==> src/rtl/pulse_pkg.sv <==
// pulse_pkg: shared states, widths and default timeouts for the pulse id scheduler
package pulse_pkg;
  typedef enum logic [2:0] {
    IDLE        = 3'd0,
    WAIT_B      = 3'd1,
    WAIT_RESULT = 3'd2,
    REARM       = 3'd3,
    ABORT       = 3'd4
  } state_t;
  localparam int DATA_W = 17;
  localparam int TS_W = 24;
  localparam int TIMER_W = 18;
  localparam int PAIR_TIMEOUT_DEF = 100000;
  localparam int RESULT_TIMEOUT_DEF = 200000;
endpackage

==> src/rtl/pulse_id_scheduler_if.sv <==
// pulse_id_scheduler_if: decoder bank, identifier and result consumer signals
interface pulse_id_scheduler_if import pulse_pkg::*; #(
  parameter int NUM_SENSORS = 4,
  parameter int SEL_W = 2
);
  logic [NUM_SENSORS-1:0] dec_avail, dec_reset;
  logic [DATA_W*NUM_SENSORS-1:0] dec_data;
  logic [TS_W*NUM_SENSORS-1:0] dec_ts;
  logic id_avail0, id_avail1, id_consume0, id_consume1, id_ready, id_reset;
  logic [DATA_W-1:0] id_data0, id_data1, id_pulse0, id_pulse1, id_poly;
  logic [TS_W-1:0] id_ts0, id_ts1;
  logic res_valid, res_ack;
  logic [SEL_W-1:0] res_sensor0, res_sensor1;
  logic [DATA_W-1:0] res_pulse0, res_pulse1, res_poly;
  logic [7:0] drop_count;
  modport master (
    input dec_avail, dec_data, dec_ts, id_consume0, id_consume1, id_ready,
          id_pulse0, id_pulse1, id_poly, res_ack,
    output dec_reset, id_avail0, id_avail1, id_data0, id_data1, id_ts0, id_ts1,
           id_reset, res_valid, res_sensor0, res_sensor1, res_pulse0, res_pulse1,
           res_poly, drop_count
  );
  modport slave (
    output dec_avail, dec_data, dec_ts, id_consume0, id_consume1, id_ready,
           id_pulse0, id_pulse1, id_poly, res_ack,
    input dec_reset, id_avail0, id_avail1, id_data0, id_data1, id_ts0, id_ts1,
          id_reset, res_valid, res_sensor0, res_sensor1, res_pulse0, res_pulse1,
          res_poly, drop_count
  );
endinterface

==> src/rtl/rr_arbiter.sv <==
// rr_arbiter: first unmasked requester at or after ptr, with wrap
module rr_arbiter #(
  parameter int N = 4,
  parameter int SEL_W = 2
) (
  input  logic [N-1:0]     req,
  input  logic [SEL_W-1:0] ptr,
  input  logic [N-1:0]     excl,
  output logic [N-1:0]     gnt,
  output logic [SEL_W-1:0] idx,
  output logic             any
);
  logic [N-1:0] m;
  assign m = req & ~excl;
  assign any = |m;
  assign gnt = any ? N'(1) << idx : '0;
  // scan downward from the farthest offset so the nearest requester wins
  always_comb begin
    idx = '0;
    for (int k = N - 1; k >= 0; k--)
      idx = m[(int'(ptr) + k) % N] ? SEL_W'((int'(ptr) + k) % N) : idx;
  end
endmodule

==> src/rtl/pulse_id_scheduler.sv <==
// pulse_id_scheduler: pairs pending decoder words onto one shared pulse identifier
module pulse_id_scheduler import pulse_pkg::*; #(
  parameter int NUM_SENSORS = 4,
  parameter int SEL_W = 2,
  parameter int PAIR_TIMEOUT = PAIR_TIMEOUT_DEF,
  parameter int RESULT_TIMEOUT = RESULT_TIMEOUT_DEF
) (
  input logic clk_96MHz,
  input logic reset,
  pulse_id_scheduler_if.master bus
);
  localparam logic [TIMER_W-1:0] PAIR_LIM = TIMER_W'(PAIR_TIMEOUT);
  localparam logic [TIMER_W-1:0] RESULT_LIM = TIMER_W'(RESULT_TIMEOUT);
  state_t state, next_state;
  logic [SEL_W-1:0] sel0, sel1, rr_ptr, idx_a, idx_b;
  logic [NUM_SENSORS-1:0] req, gnt_a, gnt_b, mask0, mask1;
  logic [TIMER_W-1:0] timer;
  logic any_a, any_b, grant_a, grant_b, capture, flush;
  function automatic logic [SEL_W-1:0] after(input logic [SEL_W-1:0] i);
    return (int'(i) == NUM_SENSORS - 1) ? '0 : i + 1'b1;
  endfunction
  // a sensor whose clear is in flight still shows avail for one cycle; hide it
  assign req = bus.dec_avail & ~bus.dec_reset;
  assign flush = state == REARM || state == ABORT;
  assign bus.id_data0 = bus.dec_data[sel0*DATA_W +: DATA_W];
  assign bus.id_data1 = bus.dec_data[sel1*DATA_W +: DATA_W];
  assign bus.id_ts0 = bus.dec_ts[sel0*TS_W +: TS_W];
  assign bus.id_ts1 = bus.dec_ts[sel1*TS_W +: TS_W];
  rr_arbiter #(.N(NUM_SENSORS), .SEL_W(SEL_W)) arb_a (
    .req(req), .ptr(rr_ptr), .excl('0), .gnt(gnt_a), .idx(idx_a), .any(any_a)
  );
  rr_arbiter #(.N(NUM_SENSORS), .SEL_W(SEL_W)) arb_b (
    .req(req), .ptr(rr_ptr), .excl(mask0), .gnt(gnt_b), .idx(idx_b), .any(any_b)
  );
  // state register
  always_ff @(posedge clk_96MHz)
    state <= reset ? IDLE : next_state;
  // next state and the per-cycle grant/capture strobes
  always_comb begin
    next_state = state;
    grant_a = 1'b0;
    grant_b = 1'b0;
    capture = 1'b0;
    case (state)
      IDLE: begin
        grant_a = any_a;
        next_state = any_a ? WAIT_B : IDLE;
      end
      WAIT_B: begin
        grant_b = any_b;
        next_state = any_b ? WAIT_RESULT : (timer >= PAIR_LIM ? ABORT : WAIT_B);
      end
      WAIT_RESULT: begin
        capture = bus.id_ready && !bus.res_valid;
        next_state = capture ? REARM : (timer >= RESULT_LIM ? ABORT : WAIT_RESULT);
      end
      default: next_state = IDLE;
    endcase
  end
  // slot ownership, decoder clears, result capture and the drop counter
  always_ff @(posedge clk_96MHz) begin
    if (reset) begin
      sel0 <= '0;
      sel1 <= '0;
      mask0 <= '0;
      mask1 <= '0;
      rr_ptr <= '0;
      timer <= '0;
      bus.id_avail0 <= 1'b0;
      bus.id_avail1 <= 1'b0;
      bus.dec_reset <= '0;
      bus.id_reset <= state != IDLE;
      bus.res_valid <= 1'b0;
      bus.res_sensor0 <= '0;
      bus.res_sensor1 <= '0;
      bus.res_pulse0 <= '0;
      bus.res_pulse1 <= '0;
      bus.res_poly <= '0;
      bus.drop_count <= '0;
    end else begin
      timer <= (grant_a || grant_b) ? '0 : (&timer ? timer : timer + 1'b1);
      bus.id_reset <= flush;
      bus.dec_reset <= (bus.id_avail0 && (bus.id_consume0 || state == ABORT) ? mask0 : '0)
                     | (bus.id_avail1 && (bus.id_consume1 || state == ABORT) ? mask1 : '0);
      bus.id_avail0 <= grant_a || (bus.id_avail0 && !bus.id_consume0 && !flush);
      bus.id_avail1 <= grant_b || (bus.id_avail1 && !bus.id_consume1 && !flush);
      if (grant_a) begin
        sel0 <= idx_a;
        mask0 <= gnt_a;
        rr_ptr <= after(idx_a);
      end
      if (grant_b) begin
        sel1 <= idx_b;
        mask1 <= gnt_b;
        rr_ptr <= after(idx_b);
      end
      bus.res_valid <= capture || (bus.res_valid && !bus.res_ack);
      if (capture) begin
        bus.res_sensor0 <= sel0;
        bus.res_sensor1 <= sel1;
        bus.res_pulse0 <= bus.id_pulse0;
        bus.res_pulse1 <= bus.id_pulse1;
        bus.res_poly <= bus.id_poly;
      end
      if (state == ABORT && bus.drop_count != 8'hFF)
        bus.drop_count <= bus.drop_count + 1'b1;
    end
  end
endmodule

==> src/flat_wrapper.sv <==
// flat-port wrapper written by rule: the top's interface ports become plain ports
module pulse_id_scheduler_flat import pulse_pkg::*;
#(
  parameter int NUM_SENSORS = 4,
  parameter int SEL_W = 2,
  parameter int PAIR_TIMEOUT = PAIR_TIMEOUT_DEF,
  parameter int RESULT_TIMEOUT = RESULT_TIMEOUT_DEF
)
  (clk_96MHz, reset, bus_dec_avail, bus_dec_data, bus_dec_ts, bus_id_consume0, bus_id_consume1, bus_id_ready, bus_id_pulse0, bus_id_pulse1, bus_id_poly, bus_res_ack, bus_dec_reset, bus_id_avail0, bus_id_avail1, bus_id_data0, bus_id_data1, bus_id_ts0, bus_id_ts1, bus_id_reset, bus_res_valid, bus_res_sensor0, bus_res_sensor1, bus_res_pulse0, bus_res_pulse1, bus_res_poly, bus_drop_count);
  pulse_id_scheduler_if #(.NUM_SENSORS(NUM_SENSORS), .SEL_W(SEL_W)) bus_i ();
  input logic clk_96MHz;
  input logic reset;
  input wire logic [$bits(bus_i.dec_avail)-1:0] bus_dec_avail;
  input wire logic [$bits(bus_i.dec_data)-1:0] bus_dec_data;
  input wire logic [$bits(bus_i.dec_ts)-1:0] bus_dec_ts;
  input wire logic [$bits(bus_i.id_consume0)-1:0] bus_id_consume0;
  input wire logic [$bits(bus_i.id_consume1)-1:0] bus_id_consume1;
  input wire logic [$bits(bus_i.id_ready)-1:0] bus_id_ready;
  input wire logic [$bits(bus_i.id_pulse0)-1:0] bus_id_pulse0;
  input wire logic [$bits(bus_i.id_pulse1)-1:0] bus_id_pulse1;
  input wire logic [$bits(bus_i.id_poly)-1:0] bus_id_poly;
  input wire logic [$bits(bus_i.res_ack)-1:0] bus_res_ack;
  output wire logic [$bits(bus_i.dec_reset)-1:0] bus_dec_reset;
  output wire logic [$bits(bus_i.id_avail0)-1:0] bus_id_avail0;
  output wire logic [$bits(bus_i.id_avail1)-1:0] bus_id_avail1;
  output wire logic [$bits(bus_i.id_data0)-1:0] bus_id_data0;
  output wire logic [$bits(bus_i.id_data1)-1:0] bus_id_data1;
  output wire logic [$bits(bus_i.id_ts0)-1:0] bus_id_ts0;
  output wire logic [$bits(bus_i.id_ts1)-1:0] bus_id_ts1;
  output wire logic [$bits(bus_i.id_reset)-1:0] bus_id_reset;
  output wire logic [$bits(bus_i.res_valid)-1:0] bus_res_valid;
  output wire logic [$bits(bus_i.res_sensor0)-1:0] bus_res_sensor0;
  output wire logic [$bits(bus_i.res_sensor1)-1:0] bus_res_sensor1;
  output wire logic [$bits(bus_i.res_pulse0)-1:0] bus_res_pulse0;
  output wire logic [$bits(bus_i.res_pulse1)-1:0] bus_res_pulse1;
  output wire logic [$bits(bus_i.res_poly)-1:0] bus_res_poly;
  output wire logic [$bits(bus_i.drop_count)-1:0] bus_drop_count;
  assign bus_i.dec_avail = bus_dec_avail;
  assign bus_i.dec_data = bus_dec_data;
  assign bus_i.dec_ts = bus_dec_ts;
  assign bus_i.id_consume0 = bus_id_consume0;
  assign bus_i.id_consume1 = bus_id_consume1;
  assign bus_i.id_ready = bus_id_ready;
  assign bus_i.id_pulse0 = bus_id_pulse0;
  assign bus_i.id_pulse1 = bus_id_pulse1;
  assign bus_i.id_poly = bus_id_poly;
  assign bus_i.res_ack = bus_res_ack;
  assign bus_dec_reset = bus_i.dec_reset;
  assign bus_id_avail0 = bus_i.id_avail0;
  assign bus_id_avail1 = bus_i.id_avail1;
  assign bus_id_data0 = bus_i.id_data0;
  assign bus_id_data1 = bus_i.id_data1;
  assign bus_id_ts0 = bus_i.id_ts0;
  assign bus_id_ts1 = bus_i.id_ts1;
  assign bus_id_reset = bus_i.id_reset;
  assign bus_res_valid = bus_i.res_valid;
  assign bus_res_sensor0 = bus_i.res_sensor0;
  assign bus_res_sensor1 = bus_i.res_sensor1;
  assign bus_res_pulse0 = bus_i.res_pulse0;
  assign bus_res_pulse1 = bus_i.res_pulse1;
  assign bus_res_poly = bus_i.res_poly;
  assign bus_drop_count = bus_i.drop_count;
  pulse_id_scheduler #(.NUM_SENSORS(NUM_SENSORS), .SEL_W(SEL_W), .PAIR_TIMEOUT(PAIR_TIMEOUT), .RESULT_TIMEOUT(RESULT_TIMEOUT)) u_core (.clk_96MHz(clk_96MHz), .reset(reset), .bus(bus_i));
endmodule
==> config.mk <==
export PLATFORM = sky130hd
export DESIGN_NAME = pulse_id_scheduler_flat
export DESIGN_NICKNAME = d
export VERILOG_FILES = /design/src/rtl/pulse_pkg.sv /design/src/rtl/pulse_id_scheduler_if.sv /design/src/rtl/rr_arbiter.sv /design/src/rtl/pulse_id_scheduler.sv /design/src/flat_wrapper.sv
export SDC_FILE = /design/constraint.sdc
export NUM_CORES = 1
export LEC_CHECK = 0
export CAP_MARGIN = 20
export CORE_AREA = 2 2 149 151
export CTS_CLUSTER_DIAMETER = 120
export DETAILED_ROUTE_END_ITERATION = 6
export DIE_AREA = 0 0 151 153
export PLACE_DENSITY = 0.78
export SLEW_MARGIN = 25
export SYNTH_ARGS = -nofsm -noshare
export SYNTH_HDL_FRONTEND = slang
export SYNTH_SLANG_ARGS = --single-unit
==> constraint.sdc <==
create_clock -name clk_96MHz -period 2.53 [get_ports clk_96MHz]
set_clock_uncertainty 0.15 [all_clocks]
set_input_delay 0.3795 -clock clk_96MHz [delete_from_list [all_inputs] [get_ports clk_96MHz]]
set_output_delay 0.3795 -clock clk_96MHz [all_outputs]
set_load 0.02 [all_outputs]
==> qor.yml <==
relSlewSlack: 0.585
cts_hold_buf: 0
grt_pass1_wl_um: 39800
period_share: 0.978
numCtsBuffers: 9
dr.first_iter.drc_count: 385
met3_usage: 0.0955
placed_cell_area_um2: 10700
yosys-top-cells-area: "dfxtp_1 33%, mux4_2 28%, nand2_1 7.5%, a21oi_1 5.4%, nor2_1 2.7%"
track_usage: 0.230
clk_transition_reported_paths_ns: 0.08
core_area_um2: 21500
dominantRegCellSynth: "dfxtp_1"
grt_pass1_vias: 6664
grt_util_met2: 0.390
nNetsFinal: 1254
dpl_worst_slack_ns: -0.0125
maxCapViolCount: 0
synthToLayoutAreaGrowth_pct: 69.3
grt_busiest_layer: "met2"
power_density_nw_per_um2: 661
fmax_mhz: 404
via_per_inst: 5.18
drv_slew: 0
globalplace.congestion: 0.867
clk_path_buf_depth: 2
grt_max_degree: 58
hpwl_um: 22300
dpl.cell_count: 1284
critPathMaxFanout: 6
postLayoutCoreUtil: 0.511
first_pass_iters: 5
min_from: "reset"
clock_sinks: 106
start_util: 0.302
cp-end-kind: "output pin"
critPathLaunch: "u_core.sel0[0]$_SDFFE_PP0P_"
layout_min_cycle_time_ns: 2.47
arrival_ns: 1.95
grt_use_met1: 0.257
num_vias: 6791
io_buffer_count: 377
hold_path_class: "input pin to flop"
tns_ns: 0
syn_area_per_cell_um2: 10.0
yosysMostFrequentCell: "nand2_1"
ctsHtreeMaxLevel: 3
synth_seq_cells: 106
dieArea_um2: 23100
crit_type: "flop to output pin"
finalPower_mw: 7.26
die_h_um: 153
status: "finished clean"
critPathLaunchType: "flop"
synth_largest_area_cell: "dfxtp_1"
final_cells: 1310
ant_nets: 0
syn-num-nets: 883
gr-total-overflow: 0
leakagePower_nw: 3.85
layout_setup_ws_ns: 0.0554
tightest_slew_ns: 0.623
root_buffer: "clkbuf_16"
wl_um: 27900
hold-worst-slack_ns: 0.236
clkLatencyLatePin_ns: 0.35
finalHoldViolCount: 0
setup-violations-final: 0
worstPathRequired_ns: 2.00
drive_gt1_frac: 0.151
route.detailed.drc: 0
reg2reg_from: "u_core.rr_ptr[0]$_SDFFE_PP0P_"
row_count: 54
grt_setup_unrepaired: "yes"
postSynthCellCount: 647
peakVddDrop_v: 0.000383
yosysWarningCount: 0
r2r_setup_slack_ns: 0.43
io_pins: 378
synth_common_cells: "130 x nand2_1, 106 x dfxtp_1, 82 x mux4_2"
synthesis.area_um2: 6490
ys_types: 61
die_width_um: 151
wire_per_inst_um: 21.3
cts_tree: "done"
antenna_found_initial: 12
synth-async-reset-ratio: 0
netlist.area_leader.share: 0.327
ys_seq_area_frac: 0.327
synth_edf_count: 0
design_area_um2: 11000
-- layout make-up --
class | instances | area, µm²
fill | 1983 | 10500
multi-input combinational | 485 | 4110
timing repair buffer | 407 | 4040
sequential | 106 | 2130
tap | 280 | 350
clock buffer | 9 | 225
clock inverter | 7 | 78.8
inverter | 9 | 33.8
antenna | 7 | 17.5
-- path summary, 6_finish.rpt --
| path | endpoint | cells past startpoint |
|---|---|---|
| worst min-delay path | u_core.mask0[1]$_SDFFE_PP0P_ | 2 |
| worst min register to register | u_core.bus.res_pulse0[6]$_SDFFE_PP0P_ | 2 |
| worst max register to register | u_core.rr_ptr[0]$_SDFFE_PP0P_ | 7 |
| worst max-delay path | bus_id_ts0[14] | 4 |
-- registers in the layout, indices dropped and copies added, names as in the netlist --
register	flops
u_core.bus.id_reset	1
u_core.state	3
u_core.bus.id_avail1	1
u_core.bus.res_poly	17
u_core.bus.res_sensor0	2
u_core.mask0	4
u_core.bus.res_pulse0	17
u_core.bus.dec_reset	4
u_core.bus.res_valid	1
u_core.bus.id_avail0	1
u_core.bus.res_sensor1	2
u_core.mask1	4
u_core.timer	18
u_core.sel0	2
u_core.bus.drop_count	8
u_core.rr_ptr	2
u_core.bus.res_pulse1	17
u_core.sel1	2
-- kinds of logic (layout without fill, tap and decap cells) --
| family | after synthesis | in the layout | synth area share |
|---|---|---|---|
| compound gates | 111 | 111 | 0.0989 |
| xor+xnor | 15 | 15 | 0.0202 |
| fa+ha+maj | 11 | 11 | 0.0212 |
| buf+inv | 56 | 432 | 0.0411 |
| flops | 106 | 106 | 0.327 |
| mux | 96 | 96 | 0.306 |
| other cells | 0 | 7 | 0 |
| simple gates | 252 | 252 | 0.185 |
-- routing by layer --
layer,wire (µm),part of all wire
met2,13600,0.49
met5,63,0.0023
met3,2950,0.11
met1,10400,0.37
met4,936,0.033
-- where the power goes --
| group | switching [mW] | total (mW) | internal [mW] |
|---|---|---|---|
| clock network | 0.721 | 1.43 | 0.706 |
| registers | 0.170 | 1.99 | 1.82 |
| logic | 1.92 | 3.84 | 1.92 |
| total | 2.81 | 7.26 | 4.44 |
-- critical path: stages (launching register included) --
cell and delay (ns):
dfxtp_4 0.44, buf_4 0.14, buf_12 0.13, mux4_2 0.53
dlygate4sd2_1 0.35
-- repair_timing --
action                                  CTS  global route
endpoints found under the hold margin     0             0
endpoints found under the setup margin   78             6
pin swaps                                 0             0
resized for setup                        82             5
buffers inserted                          2             1
-- cells in the final DEF (no fill, tap or decap), types with 7 or more instances in the layout --
cell,Yosys,final
a21oi_1,70,70
buf_12,0,12
buf_4,1,18
clkbuf_16,0,9
clkdlybuf4s50_1,0,294
dfxtp_1,106,102
diode_2,0,7
dlygate4sd2_1,0,77
ha_1,11,11
inv_1,8,8
mux2i_1,14,14
mux4_2,82,82
nand2_1,130,130
nand3_1,14,14
nor2_1,46,46
nor3_1,11,11
o21ai_0,8,8
xnor2_1,7,7
xor2_1,8,8
(Power assumes the default switching activity.)
